$ cat src/rtl/cpu_pkg.sv
// rtl/cpu_pkg.sv - shared datapath widths, register-file types and XZR helper
package cpu_pkg;

  localparam int REGISTER_LENGTH = 64;
  localparam int NUM_REGS        = 32;
  localparam int ADDR_WIDTH      = 5;

  localparam logic [ADDR_WIDTH-1:0] XZR_INDEX = 5'd31;

  typedef logic [REGISTER_LENGTH-1:0] reg_word_t;
  typedef logic [ADDR_WIDTH-1:0]      reg_addr_t;

  // True when the index names the hardwired zero register.
  function automatic logic is_xzr(reg_addr_t idx);
    return idx == XZR_INDEX;
  endfunction

endpackage

$ cat src/rtl/register_file_if.sv
// rtl/register_file_if.sv - writeback and dual read-port bundle of the register file
interface register_file_if;
  import cpu_pkg::*;

  logic      RegWrite_i;
  reg_addr_t WriteReg_i;
  reg_word_t WriteData_i;
  reg_addr_t ReadReg1_i;
  reg_addr_t ReadReg2_i;
  reg_word_t ReadData1_o;
  reg_word_t ReadData2_o;

  // Datapath side: drives writeback and read indices, consumes operands.
  modport master (
    output RegWrite_i, WriteReg_i, WriteData_i, ReadReg1_i, ReadReg2_i,
    input  ReadData1_o, ReadData2_o
  );

  // Register file side.
  modport slave (
    input  RegWrite_i, WriteReg_i, WriteData_i, ReadReg1_i, ReadReg2_i,
    output ReadData1_o, ReadData2_o
  );

endinterface

$ cat src/rtl/register_file_register_n.sv
// rtl/register_file_register_n.sv - one architectural register with write enable
module register_N
  import cpu_pkg::*;
(
  input  logic      clk_i,
  input  logic      rst_i,
  input  logic      we_i,
  input  reg_word_t d_i,
  output reg_word_t q_o
);

  reg_word_t data_q;
  reg_word_t data_d;

  // Load new data only when this register is the selected writeback target.
  always_comb begin
    data_d = data_q;
    if (we_i) data_d = d_i;
  end

  // Storage flops; reset clears immediately, independent of the clock.
  always_ff @(posedge clk_i or posedge rst_i) begin
    if (rst_i) data_q <= '0;
    else       data_q <= data_d;
  end

  assign q_o = data_q;

endmodule

$ cat src/rtl/register_file.sv
// rtl/register_file.sv - 32x64 register file, two combinational read ports with write-through bypass
module register_file
  import cpu_pkg::*;
(
  input  logic            clk_i,
  input  logic            rst_i,
  register_file_if.slave  rf
);

  // Index 31 has no storage, so the decoder only produces enables 0..30.
  logic [NUM_REGS-2:0] we_dec;
  reg_word_t           regs [NUM_REGS];
  reg_word_t           mux1;
  reg_word_t           mux2;
  reg_word_t           byp1;
  reg_word_t           byp2;

  // Write decode gated by RegWrite; a write aimed at XZR matches no enable.
  always_comb begin
    we_dec = '0;
    for (int i = 0; i < NUM_REGS - 1; i++) begin
      we_dec[i] = rf.RegWrite_i && (rf.WriteReg_i == reg_addr_t'(i));
    end
  end

  for (genvar g = 0; g < NUM_REGS - 1; g++) begin : g_regs
    register_N u_reg (
      .clk_i (clk_i),
      .rst_i (rst_i),
      .we_i  (we_dec[g]),
      .d_i   (rf.WriteData_i),
      .q_o   (regs[g])
    );
  end

  assign regs[NUM_REGS-1] = '0;

  // Operand A: stored value, then same-cycle bypass, then zero force for XZR.
  always_comb begin
    mux1 = regs[rf.ReadReg1_i];
    byp1 = mux1;
    if (rf.RegWrite_i && (rf.WriteReg_i == rf.ReadReg1_i)) byp1 = rf.WriteData_i;
    rf.ReadData1_o = is_xzr(rf.ReadReg1_i) ? '0 : byp1;
  end

  // Operand B: same structure as operand A, fully independent.
  always_comb begin
    mux2 = regs[rf.ReadReg2_i];
    byp2 = mux2;
    if (rf.RegWrite_i && (rf.WriteReg_i == rf.ReadReg2_i)) byp2 = rf.WriteData_i;
    rf.ReadData2_o = is_xzr(rf.ReadReg2_i) ? '0 : byp2;
  end

endmodule

$ cat src/flat_wrapper.sv
// flat-port wrapper written by rule: the top's interface ports become plain ports
module register_file_flat import cpu_pkg::*;
  (clk_i, rst_i, rf_RegWrite_i, rf_WriteReg_i, rf_WriteData_i, rf_ReadReg1_i, rf_ReadReg2_i, rf_ReadData1_o, rf_ReadData2_o);
  register_file_if rf_i ();
  input  logic clk_i;
  input  logic rst_i;
  input wire logic [$bits(rf_i.RegWrite_i)-1:0] rf_RegWrite_i;
  input wire logic [$bits(rf_i.WriteReg_i)-1:0] rf_WriteReg_i;
  input wire logic [$bits(rf_i.WriteData_i)-1:0] rf_WriteData_i;
  input wire logic [$bits(rf_i.ReadReg1_i)-1:0] rf_ReadReg1_i;
  input wire logic [$bits(rf_i.ReadReg2_i)-1:0] rf_ReadReg2_i;
  output wire logic [$bits(rf_i.ReadData1_o)-1:0] rf_ReadData1_o;
  output wire logic [$bits(rf_i.ReadData2_o)-1:0] rf_ReadData2_o;
  assign rf_i.RegWrite_i = rf_RegWrite_i;
  assign rf_i.WriteReg_i = rf_WriteReg_i;
  assign rf_i.WriteData_i = rf_WriteData_i;
  assign rf_i.ReadReg1_i = rf_ReadReg1_i;
  assign rf_i.ReadReg2_i = rf_ReadReg2_i;
  assign rf_ReadData1_o = rf_i.ReadData1_o;
  assign rf_ReadData2_o = rf_i.ReadData2_o;
  register_file u_core (.clk_i(clk_i), .rst_i(rst_i), .rf(rf_i));
endmodule
$ cat config.mk
export PLATFORM = sky130hd
export DESIGN_NAME = register_file_flat
export DESIGN_NICKNAME = d
export VERILOG_FILES = /design/src/rtl/cpu_pkg.sv /design/src/rtl/register_file_if.sv /design/src/rtl/register_file_register_n.sv /design/src/rtl/register_file.sv /design/src/flat_wrapper.sv
export SDC_FILE = /design/constraint.sdc
export NUM_CORES = 2
export LEC_CHECK = 0
export BUFFER_PORTS_ARGS = -buffer_cell sky130_fd_sc_hd__buf_2
export CAP_MARGIN = 10
export CELL_PAD_IN_SITES_DETAIL_PLACEMENT = 1
export CELL_PAD_IN_SITES_GLOBAL_PLACEMENT = 2
export CORE_MARGIN = 2
export CORE_UTILIZATION = 44
export DETAILED_ROUTE_END_ITERATION = 8
export HOLD_SLACK_MARGIN = 0.12
export PLACE_DENSITY_LB_ADDON = 0.1
export RECOVER_POWER = 50
export SYNTH_ARGS = -nofsm -noshare
export SYNTH_HDL_FRONTEND = slang
export SYNTH_HIERARCHICAL = 1
export SYNTH_SLANG_ARGS = --single-unit
$ cat constraint.sdc
create_clock -name clk_i -period 1.74 [get_ports clk_i]
set_clock_uncertainty 0.15 [all_clocks]
set_input_delay 0.087 -clock clk_i [delete_from_list [all_inputs] [get_ports clk_i]]
set_output_delay 0.087 -clock clk_i [all_outputs]
set_load 0.005 [all_outputs]
; Word level (Yosys, flattened, before mapping)
; Index checks and enable logic that the tools add are counted.
[word_totals]
input_bits = 82
regBits = 1984
[op_classes]
mux = 10
order_cmp = 2
reduce_logical = 34
n_eq_ne = 34
n_bitwise = 2
[ops]
columns = op, n
row1 = binary-select mux 64 bit (select 5 bit), 2
row2 = two-way mux 64 bit, 8
row3 = equality test 5 bit (second input constant), 17
row4 = equality test 5 x 4 -> 1 bit (second input constant), 8
row5 = logical AND 1 bit, 33
row6 = equality test 5 x 3 -> 1 bit (second input constant), 4
row7 = >= comparator 6 bit (second input constant), 2
row8 = inverter 5 -> 6 bit, 2
row9 = equality test 5 x 2 -> 1 bit (second input constant), 2
row10 = equality test 5 bit, 2
row11 = equality test 5 x 1 -> 1 bit (second input constant), 1
row12 = logical NOT 5 bit, 1

; Depth between registers and ports, before layout
[logic_depth]
depth_word = 6
depth_mapped = 10
depth_no_buf = 5

; Cells and area by module
; The synthesis kept the hierarchy.
[modules_own_cells]
columns = mod, seq_area_each_um2, area_per_inst_um2, cells_each, n_inst
row1 = register_N, 1601.5, 2682.6, 136, 31
row2 = register_file, 0.0, 33766.1, 3099, 1

; Worst setup path before layout
; Ideal clock, no wire load.
[synth_path]
path_type = input to output
start = input port rf_ReadReg1_i[0]
end = output port rf_ReadData1_o[30]
t_arrival_ns = 1.703
stages = 8
path_slack_ns = -0.200
t_required_ns = 1.503
n_path_buf = 3
cell_sequence = buf_6 > buf_6 > buf_2 > mux4_2 > mux2i_1 > nor2_1 > a211oi_1 > a21oi_1
[synth_via]
elab_chain_len = 6
word_cells_on_any_way = 9
[synth_lines]
columns = element, line_no
row1 = "start, declared", flat_wrapper.sv:10  ; input wire logic [$bits(rf_i.ReadReg1_i)-1:0] rf_ReadReg1_i;
row2 = inverter 5 -> 6 bit (implied by the code), register_file.sv:40  ; mux1 = regs[rf.ReadReg1_i];
row3 = binary-select mux 64 bit (select 5 bit), register_file.sv:40
row4 = two-way mux 64 bit (implied by the code) (2 in series), register_file.sv:40
row5 = two-way mux 64 bit, register_file.sv:42  ; if (rf.RegWrite_i && (rf.WriteReg_i == rf.ReadReg1_i)) byp1 = rf.WriteData_i;
row6 = two-way mux 64 bit (*), register_file.sv:43  ; rf.ReadData1_o = is_xzr(rf.ReadReg1_i) ? '0 : byp1;
row7 = "end, declared", flat_wrapper.sv:12  ; output wire logic [$bits(rf_i.ReadData1_o)-1:0] rf_ReadData1_o;
; Mark *: on every way between the ends. The rest lies on a longest branch, timed or not. The select of a mux whose other input is x is not followed.

; Worst setup path in the final report
[layout_path]
start = register u_core.g_regs[8].u_reg.data_q[14]
end = output port rf_ReadData1_o[14]
[layout_via]
elab_chain_len = 5
[layout_lines]
columns = element, line_no
row1 = "start, declared", register_file_register_n.sv:12  ; reg_word_t data_q;
row2 = "start signal, assigned", register_file_register_n.sv:24  ; else data_q <= data_d;
row3 = binary-select mux 64 bit (select 5 bit), register_file.sv:40
row4 = two-way mux 64 bit (implied by the code) (2 in series), register_file.sv:40
row5 = two-way mux 64 bit, register_file.sv:42
row6 = two-way mux 64 bit, register_file.sv:43
; No other way between the ends. The select of a mux whose other input is x is not followed.

==> out/results.tsv <==
stage	metric	value	unit
run_status	status	complete, but fails checks	
run_status	failing checks	setup timing	
synthesis	Synth area leaders	dfrtp_1, mux2_4, mux4_2	
grt	initial antenna violation count	48	
synthesis	post-synth top area share	42.5	%
min_path	Hold Path Class	primary input to register	
worst_setup_path	WP data required	1.50	ns
drt	DR pass1 iterations	5	
drt	DRT Wirelength	583000	um
placement	dpl cell area	141000	sq um
worst_setup_path	crit path max fanout	3	
power	maximum VDD drop	0.998	mV
drt	WL per Instance	43.1	um
floorplanning	DIE AREA	270000	sq um
cells_and_area	fillcell total	24700	
worst_setup_path	worst path arrival time	3.14	ns
sta	fin crit share	194	%
floorplanning	IO Count	210	
synthesis	EDFF count, synth	0	
sta	pin slew with the least headroom to its limit	1.23	ns
synthesis	Yosys warnings	6	
worst_setup_path	reg2reg setup slack	0.15	ns
cells_and_area	share of layout cells above drive strength 1	64.4	%
floorplanning	Die Wd	520	um
floorplanning	Starting Density	44.1	%
clocking	clock sink count	1984	
sta	slew margin rel.	18.3	%
power	PwrDens	1090	nW/um^2
synthesis	post-synthesis sequential area ratio	42.5	%
sta	worst setup margin	-1.64	ns
grt	largest net degree at the start of global routing	63	
drt	Post-DRT Antenna Nets	0	
worst_setup_path	reg2reg end	u_core/g_regs[1].u_reg/q_o[17]$_DFFE_PP0P_	
power	LEAKAGE	69.7	nW
cells_and_area	flip-flop and latch area	49600	sq um
cells_and_area	Nets	9849	
grt	vias in the first global route	95200	
synthesis	Synth Flop Type	dfrtp_1	
cells_and_area	synth-to-layout area growth	31.4	%
clocking	CTS max path bufs	4	
synthesis	Mean Syn Cell Area	16.0	sq um
min_path	hold path cells	7	
sta	RSZ-0062 raised after global routing	yes	
drt	Vias/cell	6.56	
sta	highest attainable clock frequency	296	MHz
flow_run	max cap viols	0	
floorplanning	row cnt	189	
worst_setup_path	Crit Reg-Reg Startpoint	u_core/g_regs[1].u_reg/q_o[17]$_DFFE_PP0P_	
worst_setup_path	startpoint types	register	
placement	post-DP HPWL	392000	um
clocking	clk slew on worst S/H paths	0.07	ns
grt	Global Route Usage Sum	42.5	%
clocking	clk root buf	clkbuf_16	
worst_setup_path	Worst Reg-to-Reg Cells	3	
grt	global-route wire length before repair	802000	um
synthesis	Synth cell types	66	
synthesis	Async SR Flop Fraction	100	%
cells_and_area	design area	154000	sq um
sta	fin crit period	3.38	ns
worst_setup_path	Crit Path Category	register to output port	
min_path	Hold Path Sink	u_core/g_regs[23].u_reg/q_o[10]$_DFFE_PP0P_	
floorplanning	Die Span Y	520	um
synthesis	Seq cells post-synth	1984	
drt	Detailed Route Iter0 Violations	10200	
sta	# setup viols final	2864	
worst_setup_path	CP startpoint	u_core/g_regs[8].u_reg/q_o[14]$_DFFE_PP0P_	
synthesis	Synth Net Count	7397	
synthesis	cell area after synthesis	117000	sq um
placement	IO Port Bufs	209	
synthesis	largest area contributor in the netlist	dfrtp_1	
sta	Pins Over Slew Limit	0	
synthesis	Mapped Cells	7315	
drt	DRC viols	0	
clocking	CTS Buf Count	235	
sta	Hold Vio Cnt, Final	0	
placement	GP Congestion	0.954	
drt	via count	88600	
cells_and_area	max reg flops	1984	
worst_setup_path	crit end category	output port	
grt	gr ovfl total	0	
clocking	Clock Latency Late Sink	0.91	ns
min_path	Hold Path Origin	rf_WriteReg_i[1]	
clocking	H-tree levels	4	
clocking	CTS tree	built	
floorplanning	Core Region	265000	sq um
sta	setup TNS	-730.27	ns
cells_and_area	footprint of the multi-input gates	63300	sq um
sta	hold_ws	0.141	ns
[worst max-delay path, stage by stage, from the launching register on]
cell and delay [ns]:
dfrtp_1 0.40, mux4_2 0.51, a22o_1 0.21, a31o_1 0.22, a221oi_4 0.50, a21oi_4 0.20
buf_2 0.18
[area by class of cell]
class | count | share of cell area, %
Multi-Input combinational cell | 4623 | 41.2
Sequential cell | 1984 | 32.3
Timing Repair Buffer | 2867 | 18.2
Clock buffer | 337 | 4.48
Tap cell | 3533 | 2.88
Clock inverter | 88 | 0.735
Inverter | 56 | 0.208
Antenna cell | 21 | 0.0342
[cells in the mapped netlist (12+ instances only)]
master / count
nor4_1: 12
o21ai_0: 108
o22ai_1: 204
a211oi_1: 114
nand3_1: 33
nor2b_1: 53
buf_12: 187
clkbuf_1: 129
dfrtp_1: 1984
and3_1: 14
buf_4: 81
nor2_1: 92
nand2_1: 69
mux4_2: 723
o211ai_1: 37
mux2_2: 220
a32o_1: 28
a21oi_1: 59
a22o_1: 78
buf_2: 184
o2bb2ai_1: 70
mux2_4: 1860
mux2i_1: 545
nand2b_1: 21
nor3_1: 38
o221ai_1: 68
buf_6: 54
buf_1: 15
inv_1: 55
a22oi_1: 47
[cells by family (layout without fill, tap and decap cells)]
group | count (synthesis) | in the layout | share of synthesized area (%)
xor+xnor | 10 | 10 | 0.0749
compound gates | 897 | 897 | 5.60
buf+inv | 708 | 3348 | 5.69
mux | 3348 | 3348 | 44.6
simple gates | 368 | 368 | 1.58
flops | 1984 | 1984 | 42.5
other cells | 0 | 21 | 0
[cells in the final DEF (no fill, tap or decap), drive strengths merged, types with 6 or more instances in the layout]
cell type / synthesis / routed
a21oi: 59 / 59
nor3: 38 / 38
dfrtp: 1984 / 1984
mux2: 2080 / 2080
clkinvlp: 0 / 40
o211ai: 37 / 37
a22o: 78 / 78
diode: 0 / 21
nand4: 6 / 6
buf: 522 / 2736
bufinv: 0 / 25
o211a: 10 / 10
xnor2: 6 / 6
a211oi: 119 / 119
a22oi: 47 / 47
nor4: 12 / 12
nor2: 96 / 96
a221oi: 16 / 16
a31o: 6 / 6
o221a: 10 / 10
nand3: 33 / 33
dlygate4sd3: 0 / 85
clkbuf: 130 / 380
a32o: 28 / 28
nand2: 70 / 70
o21ai: 118 / 118
o2bb2ai: 70 / 70
a2bb2oi: 10 / 10
nor2b: 53 / 53
inv: 55 / 28
clkinv: 1 / 51
a31oi: 9 / 9
o221ai: 68 / 68
and3: 14 / 14
mux4: 723 / 723
mux2i: 545 / 545
nand2b: 21 / 21
or2: 6 / 6
o22ai: 204 / 204
[per-layer routing]
layer	global-route usage, %	vias up	wire (um)
li1	-	33400	-
met4	24.1	24	39600
met5	0	-	169
met3	10.8	1596	56100
met1	55.9	48300	230000
met2	63.8	5272	257000
[power by group]
group | leakage, nW | switching (mW) | internal, mW
clock network | 3.96 | 21.8 | 31.0
registers | 25.4 | 7.35 | 55.2
logic | 40.4 | 20.9 | 31.6
[timing repair]
| action | 4_1_cts | 5_1_grt |
|---|---|---|
| setup endpoints to repair | 128 | 1846 |
| endpoints found under the hold margin | 3968 | 15 |
| hold buffers | 91 | 8 |
| cloned | 0 | 6 |
| pin swaps | 210 | 113 |
| buffers inserted | 101 | 65 |
| resized for setup | 514 | 135 |
[worst max-delay path by stage]
| stage | end | slack (ns) | cells past startpoint |
|---|---|---|---|
| 5_1_grt | rf_ReadData1_o[14] | -1.65 | 6 |
| 2_1_floorplan | rf_ReadData1_o[62] | -0.14 | 5 |
| 3_3_place_gp | rf_ReadData1_o[31] | -1.77 | 12 |
| 3_5_place_dp | rf_ReadData1_o[31] | -1.66 | 12 |
| 6_report | rf_ReadData1_o[14] | -1.64 | 6 |
| 4_1_cts | rf_ReadData1_o[14] | -1.65 | 6 |
[through the flow]
stage	utilization (%)	setup slack (ns)	total power, mW	instances
3_5_place_dp	53.3	-1.66	111	12900
5_1_grt	58.0	-1.65	172	13500
3_3_place_gp	53.3	-1.77	109	12900
4_1_cts	57.7	-1.65	166	13400
6_report	58.0	-1.64	168	13500
2_1_floorplan	-	-0.144	87.3	7315
No activity file was read; power rests on OpenSTA's default activity.
